`src/rtl/tl_serdes_pkg.sv`:
```
// Shared TileLink serdes definitions: channel ids, field widths and the merged-beat payload.
// Used by both the transmit-side arbiter and the receive-side beat router.
package tl_serdes_pkg;

    localparam int unsigned NUM_TL_CHAN = 5;
    localparam int unsigned CHAN_W      = 3;
    localparam int unsigned OPC_W       = 3;
    localparam int unsigned PARAM_W     = 3;
    localparam int unsigned SIZE_W      = 8;
    localparam int unsigned SRC_W       = 8;
    localparam int unsigned DATA_W      = 64;
    localparam int unsigned UNION_W     = 9;
    localparam int unsigned STAT_CNT_W  = 16;

    localparam logic [CHAN_W-1:0] CHAN_A = 3'd0;
    localparam logic [CHAN_W-1:0] CHAN_B = 3'd1;
    localparam logic [CHAN_W-1:0] CHAN_C = 3'd2;
    localparam logic [CHAN_W-1:0] CHAN_D = 3'd3;
    localparam logic [CHAN_W-1:0] CHAN_E = 3'd4;

    typedef struct packed {
        logic [CHAN_W-1:0]  chan_id;
        logic [OPC_W-1:0]   opcode;
        logic [PARAM_W-1:0] param;
        logic [SIZE_W-1:0]  size;
        logic [SRC_W-1:0]   source;
        logic [DATA_W-1:0]  address;
        logic [DATA_W-1:0]  data;
        logic               corrupt;
        logic [UNION_W-1:0] mask_sink;
        logic               last;
    } tl_merged_beat_t;

    function automatic logic chan_in_range(input logic [CHAN_W-1:0] chan);
        return chan < CHAN_W'(NUM_TL_CHAN);
    endfunction

endpackage

```
`src/rtl/tl_beat_router_stats.sv`:
```
// Saturating statistics counters for the beat router: completed messages per channel and dropped beats.
module tl_beat_router_stats
    import tl_serdes_pkg::*;
#(
    parameter int unsigned NUM_CHAN = NUM_TL_CHAN,
    parameter int unsigned CNT_W    = STAT_CNT_W
) (
    input  logic                      clock,
    input  logic                      reset,
    input  logic                      msg_done_i,
    input  logic [CHAN_W-1:0]         msg_chan_i,
    input  logic                      drop_i,
    output logic [NUM_CHAN*CNT_W-1:0] msg_cnt_o,
    output logic [CNT_W-1:0]          drop_cnt_o
);

    logic [CNT_W-1:0] msg_cnt_q [NUM_CHAN];
    logic [CNT_W-1:0] drop_cnt_q;

    for (genvar i = 0; i < NUM_CHAN; i++) begin : g_msg_cnt
        always_ff @(posedge clock) begin
            if (reset) begin
                msg_cnt_q[i] <= '0;
            end else if (msg_done_i && (msg_chan_i == CHAN_W'(i)) && (msg_cnt_q[i] != '1)) begin
                msg_cnt_q[i] <= msg_cnt_q[i] + CNT_W'(1);
            end
        end
        assign msg_cnt_o[i*CNT_W +: CNT_W] = msg_cnt_q[i];
    end

    always_ff @(posedge clock) begin
        if (reset) begin
            drop_cnt_q <= '0;
        end else if (drop_i && (drop_cnt_q != '1)) begin
            drop_cnt_q <= drop_cnt_q + CNT_W'(1);
        end
    end

    assign drop_cnt_o = drop_cnt_q;

endmodule

```
`src/rtl/tl_beat_router.sv`:
```
// Receive-side TileLink beat router: one stage register, per-channel one-hot valid, message lock.
// Optional statistics counters are enabled with `define TL_BEAT_ROUTER_STATS_EN.
module tl_beat_router
    import tl_serdes_pkg::*;
(
    input  logic                   clock,
    input  logic                   reset,
    input  logic                   io_in_valid,
    output logic                   io_in_ready,
    input  logic [CHAN_W-1:0]      io_in_bits_chanId,
    input  logic [OPC_W-1:0]       io_in_bits_opcode,
    input  logic [PARAM_W-1:0]     io_in_bits_param,
    input  logic [SIZE_W-1:0]      io_in_bits_size,
    input  logic [SRC_W-1:0]       io_in_bits_source,
    input  logic [DATA_W-1:0]      io_in_bits_address,
    input  logic [DATA_W-1:0]      io_in_bits_data,
    input  logic                   io_in_bits_corrupt,
    input  logic [UNION_W-1:0]     io_in_bits_union,
    input  logic                   io_in_bits_last,
    output logic [NUM_TL_CHAN-1:0] io_out_valid,
    input  logic [NUM_TL_CHAN-1:0] io_out_ready,
    output logic [CHAN_W-1:0]      io_out_bits_chanId,
    output logic [OPC_W-1:0]       io_out_bits_opcode,
    output logic [PARAM_W-1:0]     io_out_bits_param,
    output logic [SIZE_W-1:0]      io_out_bits_size,
    output logic [SRC_W-1:0]       io_out_bits_source,
    output logic [DATA_W-1:0]      io_out_bits_address,
    output logic [DATA_W-1:0]      io_out_bits_data,
    output logic                   io_out_bits_corrupt,
    output logic [UNION_W-1:0]     io_out_bits_union,
    output logic                   io_out_bits_last,
    output logic                   io_err_chan,
    output logic                   io_err_mismatch
`ifdef TL_BEAT_ROUTER_STATS_EN
    ,
    output logic [NUM_TL_CHAN*STAT_CNT_W-1:0] io_msg_cnt,
    output logic [STAT_CNT_W-1:0]             io_drop_cnt
`endif
);

    localparam logic [0:0] IDLE   = 1'b0;
    localparam logic [0:0] LOCKED = 1'b1;

    tl_merged_beat_t   in_beat;
    tl_merged_beat_t   beat_q;
    logic              full_q;
    logic [0:0]        state_q, state_d;
    logic [CHAN_W-1:0] lock_chan_q, lock_chan_d;
    logic              err_chan_q, err_chan_d;
    logic              err_mm_q, err_mm_d;
    logic              out_fire, in_fire, bad_chan, mismatch, store, drop;

    assign in_beat = '{
        chan_id:   io_in_bits_chanId,
        opcode:    io_in_bits_opcode,
        param:     io_in_bits_param,
        size:      io_in_bits_size,
        source:    io_in_bits_source,
        address:   io_in_bits_address,
        data:      io_in_bits_data,
        corrupt:   io_in_bits_corrupt,
        mask_sink: io_in_bits_union,
        last:      io_in_bits_last
    };

    // Valid is decoded purely from stage state, so out_ready never reaches it.
    assign io_out_valid = full_q ? (NUM_TL_CHAN'(1) << beat_q.chan_id) : '0;
    assign out_fire     = |(io_out_valid & io_out_ready);
    assign io_in_ready  = ~full_q | out_fire;
    assign in_fire      = io_in_valid & io_in_ready;

    assign bad_chan = ~chan_in_range(in_beat.chan_id);
    assign mismatch = (state_q == LOCKED) && (in_beat.chan_id != lock_chan_q);
    assign store    = in_fire & ~bad_chan & ~mismatch;
    assign drop     = in_fire & (bad_chan | mismatch);

    // Lock FSM and sticky error flags; the lock moves only on stored beats.
    always_comb begin
        state_d     = state_q;
        lock_chan_d = lock_chan_q;
        err_chan_d  = err_chan_q | (in_fire & bad_chan);
        err_mm_d    = err_mm_q | (in_fire & ~bad_chan & mismatch);
        if (store) begin
            case (state_q)
                IDLE: begin
                    if (!in_beat.last) begin
                        state_d     = LOCKED;
                        lock_chan_d = in_beat.chan_id;
                    end
                end
                LOCKED: begin
                    if (in_beat.last) begin
                        state_d = IDLE;
                    end
                end
                default: state_d = IDLE;
            endcase
        end
    end

    always_ff @(posedge clock) begin
        if (reset) begin
            state_q     <= IDLE;
            lock_chan_q <= '0;
            err_chan_q  <= 1'b0;
            err_mm_q    <= 1'b0;
        end else begin
            state_q     <= state_d;
            lock_chan_q <= lock_chan_d;
            err_chan_q  <= err_chan_d;
            err_mm_q    <= err_mm_d;
        end
    end

    // Stage register: a store reloads even while the old beat leaves.
    always_ff @(posedge clock) begin
        if (reset) begin
            full_q <= 1'b0;
            beat_q <= '0;
        end else if (store) begin
            full_q <= 1'b1;
            beat_q <= in_beat;
        end else if (out_fire) begin
            full_q <= 1'b0;
        end
    end

    assign io_out_bits_chanId  = beat_q.chan_id;
    assign io_out_bits_opcode  = beat_q.opcode;
    assign io_out_bits_param   = beat_q.param;
    assign io_out_bits_size    = beat_q.size;
    assign io_out_bits_source  = beat_q.source;
    assign io_out_bits_address = beat_q.address;
    assign io_out_bits_data    = beat_q.data;
    assign io_out_bits_corrupt = beat_q.corrupt;
    assign io_out_bits_union   = beat_q.mask_sink;
    assign io_out_bits_last    = beat_q.last;
    assign io_err_chan         = err_chan_q;
    assign io_err_mismatch     = err_mm_q;

`ifdef TL_BEAT_ROUTER_STATS_EN
    tl_beat_router_stats #(
        .NUM_CHAN (NUM_TL_CHAN),
        .CNT_W    (STAT_CNT_W)
    ) u_stats (
        .clock      (clock),
        .reset      (reset),
        .msg_done_i (out_fire & beat_q.last),
        .msg_chan_i (beat_q.chan_id),
        .drop_i     (drop),
        .msg_cnt_o  (io_msg_cnt),
        .drop_cnt_o (io_drop_cnt)
    );
`else
    logic unused_drop;
    assign unused_drop = drop;
`endif

endmodule

```
`config.mk`:
```
export PLATFORM = sky130hd
export DESIGN_NAME = tl_beat_router
export DESIGN_NICKNAME = d
export VERILOG_FILES = /design/src/rtl/tl_serdes_pkg.sv /design/src/rtl/tl_beat_router_stats.sv /design/src/rtl/tl_beat_router.sv
export SDC_FILE = /design/constraint.sdc
export NUM_CORES = 1
export LEC_CHECK = 0
export BUFFER_PORTS_ARGS = -buffer_cell sky130_fd_sc_hd__buf_2
export CAP_MARGIN = 20
export CORE_MARGIN = 2
export CORE_UTILIZATION = 40
export DETAILED_ROUTE_END_ITERATION = 7
export PLACE_DENSITY = 0.71
export SYNTH_ARGS = -nofsm -noshare
export SYNTH_HDL_FRONTEND = slang
export SYNTH_HIERARCHICAL = 1
export SYNTH_SLANG_ARGS = --single-unit
```
`constraint.sdc`:
```
create_clock -name clock -period 2.9 [get_ports clock]
set_input_delay 0.29 -clock clock [delete_from_list [all_inputs] [get_ports clock]]
set_output_delay 0.29 -clock clock [all_outputs]
set_load 0.03 [all_outputs]
```
==> reports/qor.csv, run 1 <==
metric,value,unit
internal_power,4.20,mW
gp_congestion,0.756,
cp-start-kind,flop,
critical_path_cell_with_the_highest_stage_delay,sky130_fd_sc_hd__dfxtp_1,
cts.reportedPaths.clkPinSlew,0.07,ns
cts.root.buffer_cell,sky130_fd_sc_hd__clkbuf_16,
dpl_worst_slack,0.618,ns
post-route-period-util,81.4,%
timing.hold.worst_path_depth,3,
syn_area,7060,sq um
crit_path_cell_trace,"mux2i_1, o21a_1, o221a_2, nor3b_4, buf_12, mux2i_1",
synth_top_area_share,48.5,%
grt_start_max_net_pins,133,
initial_cell_density_of_the_core,40.8,%
die_y,137,um
num_rows,48,
cellLeakagePower,4.59,nW
clock-sinks,171,
maxClockFrequency,424,MHz
fp.dieArea,18700,sq um
synth_mux_area_share,23.5,%
worst_slew_pin_slew,0.699,ns
power_switching,1.77,mW
drt_pre_antenna_iters,4,
layout_min_cycle_time,2.36,ns
synth_area_leader_cell,sky130_fd_sc_hd__dfxtp_1,
synthCells,764,
synth.lib_cells_used.distinct,27,
net_switching_share_of_the_total_power,29.7,%
main_combinational_cell_family_by_area_after_synthesis,multiplexers,
drc,0,
postPlaceCellArea,8760,sq um
vdd.ir_drop.worst,0.000364,V
critical_path.endpoint_type,flop,
ctsResizeCount,0,
power-per-cell-area,640,nW/um^2
quantity_of_hold_fixing_buffers_added_after_cts,0,
min_from,io_in_bits_source[7],
ys.warnings.count,6,
antenna_found_initial,0,
power.share.sequential,43.4,%
fill_cells,1604,
mean_routed_wirelength_per_cell,13.0,um
grt_pass1_vias,5408,
arrival,2.70,ns
synth.top_cells.by_area,"sky130_fd_sc_hd__dfxtp_1, sky130_fd_sc_hd__mux2i_1, sky130_fd_sc_hd__nand2_1",
critPathMostFrequentCell,sky130_fd_sc_hd__mux2i_1,
layout.cells.most_common_list,"sky130_fd_sc_hd__buf_2, sky130_fd_sc_hd__nand2_1, sky130_fd_sc_hd__dfxtp_1, sky130_fd_sc_hd__mux2i_1, sky130_fd_sc_hd__clkbuf_16",
initialDrtViolationCount,229,
cts-root-to-sink-buffers,2,
num-nets-final,1255,
cts-htree-levels,4,
ys_seq_elements,171,
critical_path.reg2reg.endpoint,io_out_bits_data[58],
critical_path.startpoint,io_out_bits_chanId[0],
drive_above_1_share,35.6,%
cts-buffers-inserted,17,
status,finished clean,
grt.overflow.total,0,
antenna_violating_nets_post_route,0,
maxCapViolCount,0,
areaGrowthSynthToFinish,32.3,%
setup_viol,0,
route.final.wire_length,17200,um
finalHoldViolCount,0,
synth-xor-area-share,0.372,%
finalClockSkew,0.0103,ns
layoutNonFillerInstCount,1321,
io_pins,344,
class_of_the_worst_hold_path,in2reg,
worst_slew_margin,53.4,%
diodes,0,
core,17300,sq um
wire_length_of_the_first_global_routing_pass,25600,um
crit_required,3.24,ns
synth_adder_area_share,0,%
rrSetupSlack,0.54,ns
unrepaired_setup_endpoints_after_global_routing,false,
post-cts-setup-buffers,0,
totalNegativeSetupSlack,0,ns
combinationalPowerShare,18.5,%
worst-path-max-fanout,80,
globalRouteTotalUtil,17.2,%
critPathMaxStageDelay,0.49,ns
reg2regPathDepth,6,
complex_gate_fraction_of_the_synthesized_area,1.29,%
dpl.cell_count,1289,
setup_slack,0.540,ns
syn_nets,936,
worstSkewPairLatency,0.42,ns
fin_total_pwr,5.98,mW
r2r-start,io_out_bits_chanId[0],
via_count,6010,
detail_route.vias_per_cell,4.55,
setup.worst_path.class,reg2reg,
cts_tree,done,
chipWidth,137,um
postLayoutCellArea,9340,sq um
whs_endpoint,io_out_bits_source[7],
buffer_ports.inserted,343,
share_of_synthesized_cell_area_in_and_or_nand_and_nor_gates,19.3,%
dp_hpwl,12400,um
final_common_cell,sky130_fd_sc_hd__buf_2,
seq_area_frac_synth,48.5,%
power.clock.fraction,38.1,%
syn_avg_cell_area,9.24,sq um
slew_violations,0,
## power groups by stage
stage / Clock, mW / Sequential [mW] / Combinational [mW]
floorplan: 0 / 2.96 / 0.497
global placement: 0 / 2.64 / 1.10
detailed placement: 0 / 2.64 / 1.11
CTS: 2.34 / 2.59 / 1.12
global route: 2.43 / 2.61 / 1.19
finish: 2.28 / 2.59 / 1.10
## worst max-delay path: cells and delay by family (launching register included)
family,cells,cell delay (ns)
AOI/OAI and AO/OA,2,0.49
buffers and inverters,1,0.42
DFF,1,0.49
muxes,2,0.39
and+or+nand+nor,1,0.32
## logic make-up (layout without fill, tap and decap cells)
family,after synthesis,count (layout)
XOR/XNOR,3,3
AO/OA/AOI/OAI,14,14
flip-flops,171,171
AND/OR/NAND/NOR,351,351
multiplexers,166,166
buffers and inverters,59,391
## registers in the layout (all words and copies together) (netlist names)
signal	flops
io_out_bits_address	64
io_out_bits_data	64
io_out_bits_union	9
io_out_bits_size	8
io_out_bits_source	8
io_out_bits_chanId	3
io_out_bits_opcode	3
io_out_bits_param	3
lock_chan_q	3
full_q	1
io_err_chan	1
io_err_mismatch	1
io_out_bits_corrupt	1
io_out_bits_last	1
state_q	1
## synth_stat cells
master                     instances
sky130_fd_sc_hd__nor3_1            1
sky130_fd_sc_hd__nand2b_1          1
sky130_fd_sc_hd__nor3b_1           1
sky130_fd_sc_hd__nand3_1           6
sky130_fd_sc_hd__nor2_1            3
sky130_fd_sc_hd__and3b_1           1
sky130_fd_sc_hd__a31oi_1           1
sky130_fd_sc_hd__o221a_2           1
sky130_fd_sc_hd__nor2b_1           1
sky130_fd_sc_hd__o31ai_1           2
sky130_fd_sc_hd__xnor2_1           3
sky130_fd_sc_hd__o21a_1            2
sky130_fd_sc_hd__and3_1            2
sky130_fd_sc_hd__inv_1             2
sky130_fd_sc_hd__o21ai_0           4
sky130_fd_sc_hd__nor3b_4           1
sky130_fd_sc_hd__mux2i_1         166
sky130_fd_sc_hd__o311ai_0          1
sky130_fd_sc_hd__a21oi_1           3
sky130_fd_sc_hd__nand2_1         333
sky130_fd_sc_hd__buf_8             2
sky130_fd_sc_hd__dfxtp_1         171
sky130_fd_sc_hd__buf_4             2
sky130_fd_sc_hd__clkbuf_1         37
sky130_fd_sc_hd__inv_2             1
sky130_fd_sc_hd__buf_12           15
sky130_fd_sc_hd__nand3b_1          1
## layout make-up
| type | instances | area, sq um | area share, % |
|---|---|---|---|
| clock buffer | 18 | 429 | 4.59 |
| clock inverter | 14 | 159 | 1.70 |
| inverter | 3 | 18.8 | 0.201 |
| multi-input combinational | 534 | 3140 | 33.6 |
| sequential | 171 | 3420 | 36.6 |
| tap | 225 | 282 | 3.01 |
| timing repair buffer | 356 | 1890 | 20.2 |
## layer usage
metal | global-route usage (%) | wire (um) | vias up
met4 | 8.02 | 492 | 0
met3 | 6.07 | 1520 | 42
met1 | 19.6 | 6880 | 2640
met2 | 28.8 | 8300 | 222
met5 | 0 | 0 | -
li1 | - | - | 3106
## metrics by stage
step | hold WS, ns | utilization (%)
after floorplan | 0.392 | -
after detailed placement | 0.444 | 50.6
after CTS | 0.0826 | 54.0
after global routing | 0.0886 | 54.0
after global placement | 0.437 | 50.6
final | 0.105 | 54.0
## worst max path at each step
stage | end | slack (ns) | depth (start not counted)
floorplan | io_out_bits_address[48] | 0.79 | 8
global placement | io_out_bits_data[0] | 0.66 | 7
detailed placement | io_out_bits_data[11] | 0.62 | 7
CTS | io_out_bits_data[58] | 0.59 | 6
global route | io_out_bits_data[62] | 0.47 | 7
finish | io_out_bits_data[58] | 0.54 | 6
(Power assumes the default switching activity.)
==> inputs of run 2 (changes only) <==
==> constraint.sdc (replaced) <==
create_clock -name clock -period 2.5 [get_ports clock]
set_input_delay 0.25 -clock clock [delete_from_list [all_inputs] [get_ports clock]]
set_output_delay 0.25 -clock clock [all_outputs]
set_load 0.03 [all_outputs]
==> reports/qor.csv, run 2 (synthesis gave the netlist of run 1 again) <==
metric,value,unit,change
initial_cell_density_of_the_core,40.8,%,unchanged
io_pins,344,,unchanged
drive_above_1_share,36.2,%,+0.62 points
postPlaceCellArea,8870,sq um,+1.3%
layout.cells.most_common_list,"sky130_fd_sc_hd__buf_2, sky130_fd_sc_hd__nand2_1, sky130_fd_sc_hd__dfxtp_1, sky130_fd_sc_hd__mux2i_1, sky130_fd_sc_hd__clkbuf_16",,
cts-htree-levels,4,,unchanged
regArea,3420,sq um,unchanged
vdd.ir_drop.worst,0.000435,V,+19%
totalNegativeSetupSlack,0,ns,unchanged
maxClockFrequency,443,MHz,+4.5%
setup.worst_path.class,reg2reg,,
crit_required,2.84,ns,-0.40 ns
worstSkewPairLatency,0.42,ns,about the same
quantity_of_hold_fixing_buffers_added_after_cts,0,,unchanged
die_y,137,um,unchanged
crit_path_cell_trace,"mux2i_1, o21a_1, o221a_2, nor3b_4, buf_12, buf_4, mux2i_1",,
slew_violations,0,,unchanged
num_rows,48,,unchanged
maxCapViolCount,0,,unchanged
detail_route.vias_per_cell,4.55,,about the same
layout_min_cycle_time,2.26,ns,-0.102 ns
initialDrtViolationCount,216,,-5.7%
buffer_ports.inserted,343,,unchanged
gp_congestion,0.779,,+3.0%
fp.dieArea,18700,sq um,unchanged
chipWidth,137,um,unchanged
mean_routed_wirelength_per_cell,13.2,um,+1.1%
worst-path-max-fanout,30,,-63%
grt_start_max_net_pins,97,,-27%
arrival,2.60,ns,-0.10 ns
post-cts-setup-buffers,0,,unchanged
grt.overflow.total,0,,unchanged
antenna_violating_nets_post_route,0,,unchanged
postLayoutCellArea,9460,sq um,+1.2%
class_of_the_worst_hold_path,in2reg,,
post-route-period-util,90.3,%,+9.0 points
unrepaired_setup_endpoints_after_global_routing,false,,
cts.reportedPaths.clkPinSlew,0.07,ns,about the same
finalHoldViolCount,0,,unchanged
cts-buffers-inserted,17,,unchanged
via_count,6046,,+0.60%
worst_slew_margin,65.9,%,+13 points
route.final.wire_length,17500,um,+1.8%
topRoutingLayerUsed,met4,,
dpl_worst_slack,0.257,ns,-0.361 ns
worst_slew_pin_slew,0.511,ns,-0.188 ns
dp_hpwl,13000,um,+5.5%
met3_wirelength_from_detailed_routing,1430,um,-5.9%
globalRouteTotalUtil,18.0,%,+0.80 points
critPathMostFrequentCell,sky130_fd_sc_hd__mux2i_1,,
multiInputGateArea,3140,sq um,unchanged
wire_length_of_the_first_global_routing_pass,26600,um,+3.9%
diodes,0,,unchanged
cp-start-kind,flop,,
critPathMaxStageDelay,0.51,ns,+0.02 ns
clock-sinks,171,,unchanged
grt_pass1_vias,5640,,+4.3%
core,17300,sq um,unchanged
power-per-cell-area,736,nW/um^2,+15%
areaGrowthSynthToFinish,33.9,%,
num-nets-final,1265,,+0.80%
critical_path.endpoint_type,flop,,
drc,0,,unchanged
drt_pre_antenna_iters,4,,unchanged
setup_viol,0,,unchanged
final_common_cell,sky130_fd_sc_hd__buf_2,,
antenna_found_initial,0,,unchanged
wl_met2,8370,um,+0.86%
fin_total_pwr,6.96,mW,+17%
hold-worst-slack,0.0494,ns,-0.0556 ns
cts_tree,done,,
cellLeakagePower,4.65,nW,+1.3%
finalClockSkew,0.00906,ns,-0.00121 ns
fill_cells,1608,,+0.25%
cts.root.buffer_cell,sky130_fd_sc_hd__clkbuf_16,,
setup_slack,0.241,ns,-0.298 ns
ctsResizeCount,0,,unchanged
status,finished clean,,
cts-root-to-sink-buffers,2,,unchanged
route.layer.met1.wl,7330,um,+6.6%
critical_path_cell_with_the_highest_stage_delay,sky130_fd_sc_hd__dfxtp_1,,
## run 2: through the flow
| stage | utilization [%] | instances |
|---|---|---|
| final | 54.7 | 1330 |
| after global routing | 54.7 | 1330 |
| after CTS | 54.7 | 1330 |
| after detailed placement | 51.3 | 1299 |
| after global placement | 51.3 | 1299 |
| after floorplan | - | 764 |
## run 2: critical path, delay by kind of cell (launching register included)
kind,cells,cell delay [ns]
mux,2,0.35
simple gates,1,0.32
buf+inv,2,0.51
compound gates,2,0.50
flops,1,0.51
## run 2: routing by layer
layer | track usage (%) | vias up
li1 | - | 3126
met1 | 21.0 | 2670
met2 | 29.9 | 222
met3 | 6.56 | 28
met4 | 7.22 | 0
met5 | 0 | -
## run 2: final timing paths
check | cells after the start | startpoint | slack, ns | endpoint
worst min-delay path | 2 | io_in_bits_last | 0.05 | state_q
worst max-delay path | 7 | io_out_bits_chanId[0] | 0.24 | io_out_bits_address[38]
worst max register to register | 7 | io_out_bits_chanId[0] | 0.24 | io_out_bits_address[38]
worst min register to register | 2 | io_out_bits_data[27] | 0.45 | io_out_bits_data[27]
## run 2: area by class of cell
cell class / count / share of cell area, %
Clock inverter: 12 / 1.46
Tap cell: 225 / 2.98
Timing Repair Buffer: 366 / 21.2
Multi-Input combinational cell: 534 / 33.2
Clock buffer: 19 / 4.79
Sequential cell: 171 / 36.2
Inverter: 3 / 0.198
## run 2: power breakdown
| group | leakage, nW | total [mW] | internal, mW | switching, mW |
|---|---|---|---|---|
| Sequential | 1.40 | 3.01 | 2.92 | 0.0964 |
| Clock | 0.274 | 2.63 | 1.53 | 1.10 |
| Combinational | 2.98 | 1.32 | 0.493 | 0.825 |
==> inputs of run 3 (changes only) <==
--- a/config.mk
+++ b/config.mk
@@ -7,7 +7,7 @@
 export LEC_CHECK = 0
 export BUFFER_PORTS_ARGS = -buffer_cell sky130_fd_sc_hd__buf_2
 export CAP_MARGIN = 20
-export CORE_MARGIN = 2
+export CORE_MARGIN = 1
 export CORE_UTILIZATION = 40
 export DETAILED_ROUTE_END_ITERATION = 7
 export PLACE_DENSITY = 0.71
==> reports/qor.csv, run 3 (synthesis gave the netlist of run 1 again) <==
metric,value,unit,change
detail_route.vias_per_cell,4.54,,-0.19%
post-route-period-util,91.1,%,+0.72 points
drt_pre_antenna_iters,5,,+1
dp_hpwl,12300,um,-5.4%
core,17300,sq um,unchanged
finalHoldViolCount,0,,unchanged
initial_cell_density_of_the_core,40.8,%,unchanged
grt_start_max_net_pins,97,,unchanged
clock-sinks,171,,unchanged
arrival,2.60,ns,about the same
areaGrowthSynthToFinish,32.4,%,
worst-path-max-fanout,64,,+110%
num-nets-final,1254,,-0.87%
layout_min_cycle_time,2.28,ns,+0.0181 ns
die_y,135,um,-1.5%
unrepaired_setup_endpoints_after_global_routing,false,,
worst_slew_margin,64.7,%,-1.2 points
buffer_ports.inserted,343,,unchanged
drive_above_1_share,35.3,%,-0.86 points
cts-root-to-sink-buffers,2,,unchanged
class_of_the_worst_hold_path,in2reg,,
globalRouteTotalUtil,18.3,%,+0.34 points
diodes,0,,unchanged
mean_routed_wirelength_per_cell,13.1,um,-0.47%
cts.root.buffer_cell,sky130_fd_sc_hd__clkbuf_16,,
grt_pass1_vias,5564,,-1.3%
ctsResizeCount,0,,unchanged
setup_slack,0.223,ns,-0.0181 ns
cp-start-kind,flop,,
worstSkewPairLatency,0.41,ns,about the same
wire_length_of_the_first_global_routing_pass,26600,um,unchanged
drc,0,,unchanged
crit_required,2.83,ns,about the same
setup_viol,0,,unchanged
cts-htree-levels,4,,unchanged
fp.dieArea,18200,sq um,-2.9%
post-cts-setup-buffers,0,,unchanged
setup.worst_path.class,reg2reg,,
finalClockSkew,0.00849,ns,-0.000568 ns
grt.overflow.total,0,,unchanged
postPlaceCellArea,8750,sq um,-1.4%
chipWidth,135,um,-1.5%
power-per-cell-area,749,nW/um^2,+1.7%
slew_violations,0,,unchanged
final_common_cell,sky130_fd_sc_hd__buf_2,,
cts_tree,done,,
critical_path.endpoint_type,flop,,
maxCapViolCount,0,,unchanged
num_rows,48,,unchanged
initialDrtViolationCount,256,,+19%
quantity_of_hold_fixing_buffers_added_after_cts,0,,unchanged
postLayoutCellArea,9350,sq um,-1.2%
antenna_violating_nets_post_route,0,,unchanged
worst_slew_pin_slew,0.530,ns,+0.0182 ns
gp_congestion,0.813,,+4.4%
cts-buffers-inserted,17,,unchanged
totalNegativeSetupSlack,0,ns,unchanged
cts.reportedPaths.clkPinSlew,0.07,ns,about the same
vdd.ir_drop.worst,0.000442,V,+1.5%
io_pins,344,,unchanged
antenna_found_initial,0,,unchanged
cellLeakagePower,4.59,nW,-1.3%
layout.cells.most_common_list,"sky130_fd_sc_hd__buf_2, sky130_fd_sc_hd__nand2_1, sky130_fd_sc_hd__dfxtp_1, sky130_fd_sc_hd__mux2i_1, sky130_fd_sc_hd__clkbuf_16",,
dpl_worst_slack,0.256,ns,-0.00137 ns
route.final.wire_length,17300,um,-1.2%
via_count,5989,,-0.94%
status,finished clean,,
maxClockFrequency,439,MHz,-0.79%
run 3: worst paths after layout:
check                           depth (start not counted)  slack (ns)                     from                 endpoint
worst min register to register                          2        0.45  io_out_bits_address[10]  io_out_bits_address[10]
worst max register to register                          6        0.22    io_out_bits_chanId[0]     io_out_bits_data[44]
worst max-delay path                                    6        0.22    io_out_bits_chanId[0]     io_out_bits_data[44]
worst min-delay path                                    2        0.05          io_in_bits_last                  state_q
run 3: area by class of cell:
type                            instances  area, sq um
Clock buffer                           20          437
Clock inverter                         12          163
Fill cell                            1630         7950
Inverter                                3         18.8
Multi-Input combinational cell        534         3140
Sequential cell                       171         3420
Tap cell                              225          282
Timing Repair Buffer                  355         1880
run 3: report_power, final:
part | internal (mW) | switching [mW] | total [mW]
sequential | 2.92 | 0.0958 | 3.01
clock | 1.59 | 1.12 | 2.70
combinational | 0.465 | 0.817 | 1.28
run 3: worst max-delay path: stages, from the launching register on:
cell                      delay, ns
sky130_fd_sc_hd__dfxtp_1       0.49
sky130_fd_sc_hd__mux2i_1       0.13
sky130_fd_sc_hd__o21a_1        0.18
sky130_fd_sc_hd__o221a_2       0.31
sky130_fd_sc_hd__nor3b_4       0.35
sky130_fd_sc_hd__buf_12        0.41
sky130_fd_sc_hd__mux2i_1       0.26
run 3: stage by stage:
stage	util [%]	cells	hold slack, ns	total power, mW
2_1_floorplan	-	764	0.352	4.01
3_3_place_gp	50.6	1288	0.438	4.34
3_5_place_dp	50.6	1288	0.444	4.36
4_1_cts	54.0	1320	0.0340	7.08
5_1_grt	54.0	1320	0.0448	7.30
6_report	54.0	1320	0.0518	7.00
run 3: layer usage:
metal  vias to the layer above  routed length, um  GRT usage (%)
met4                         0                359           6.80
met1                      2639               7330           21.9
met5                         -                  0              0
met3                        25               1290           5.78
met2                       218               8300           30.7
li1                       3107                  -              -
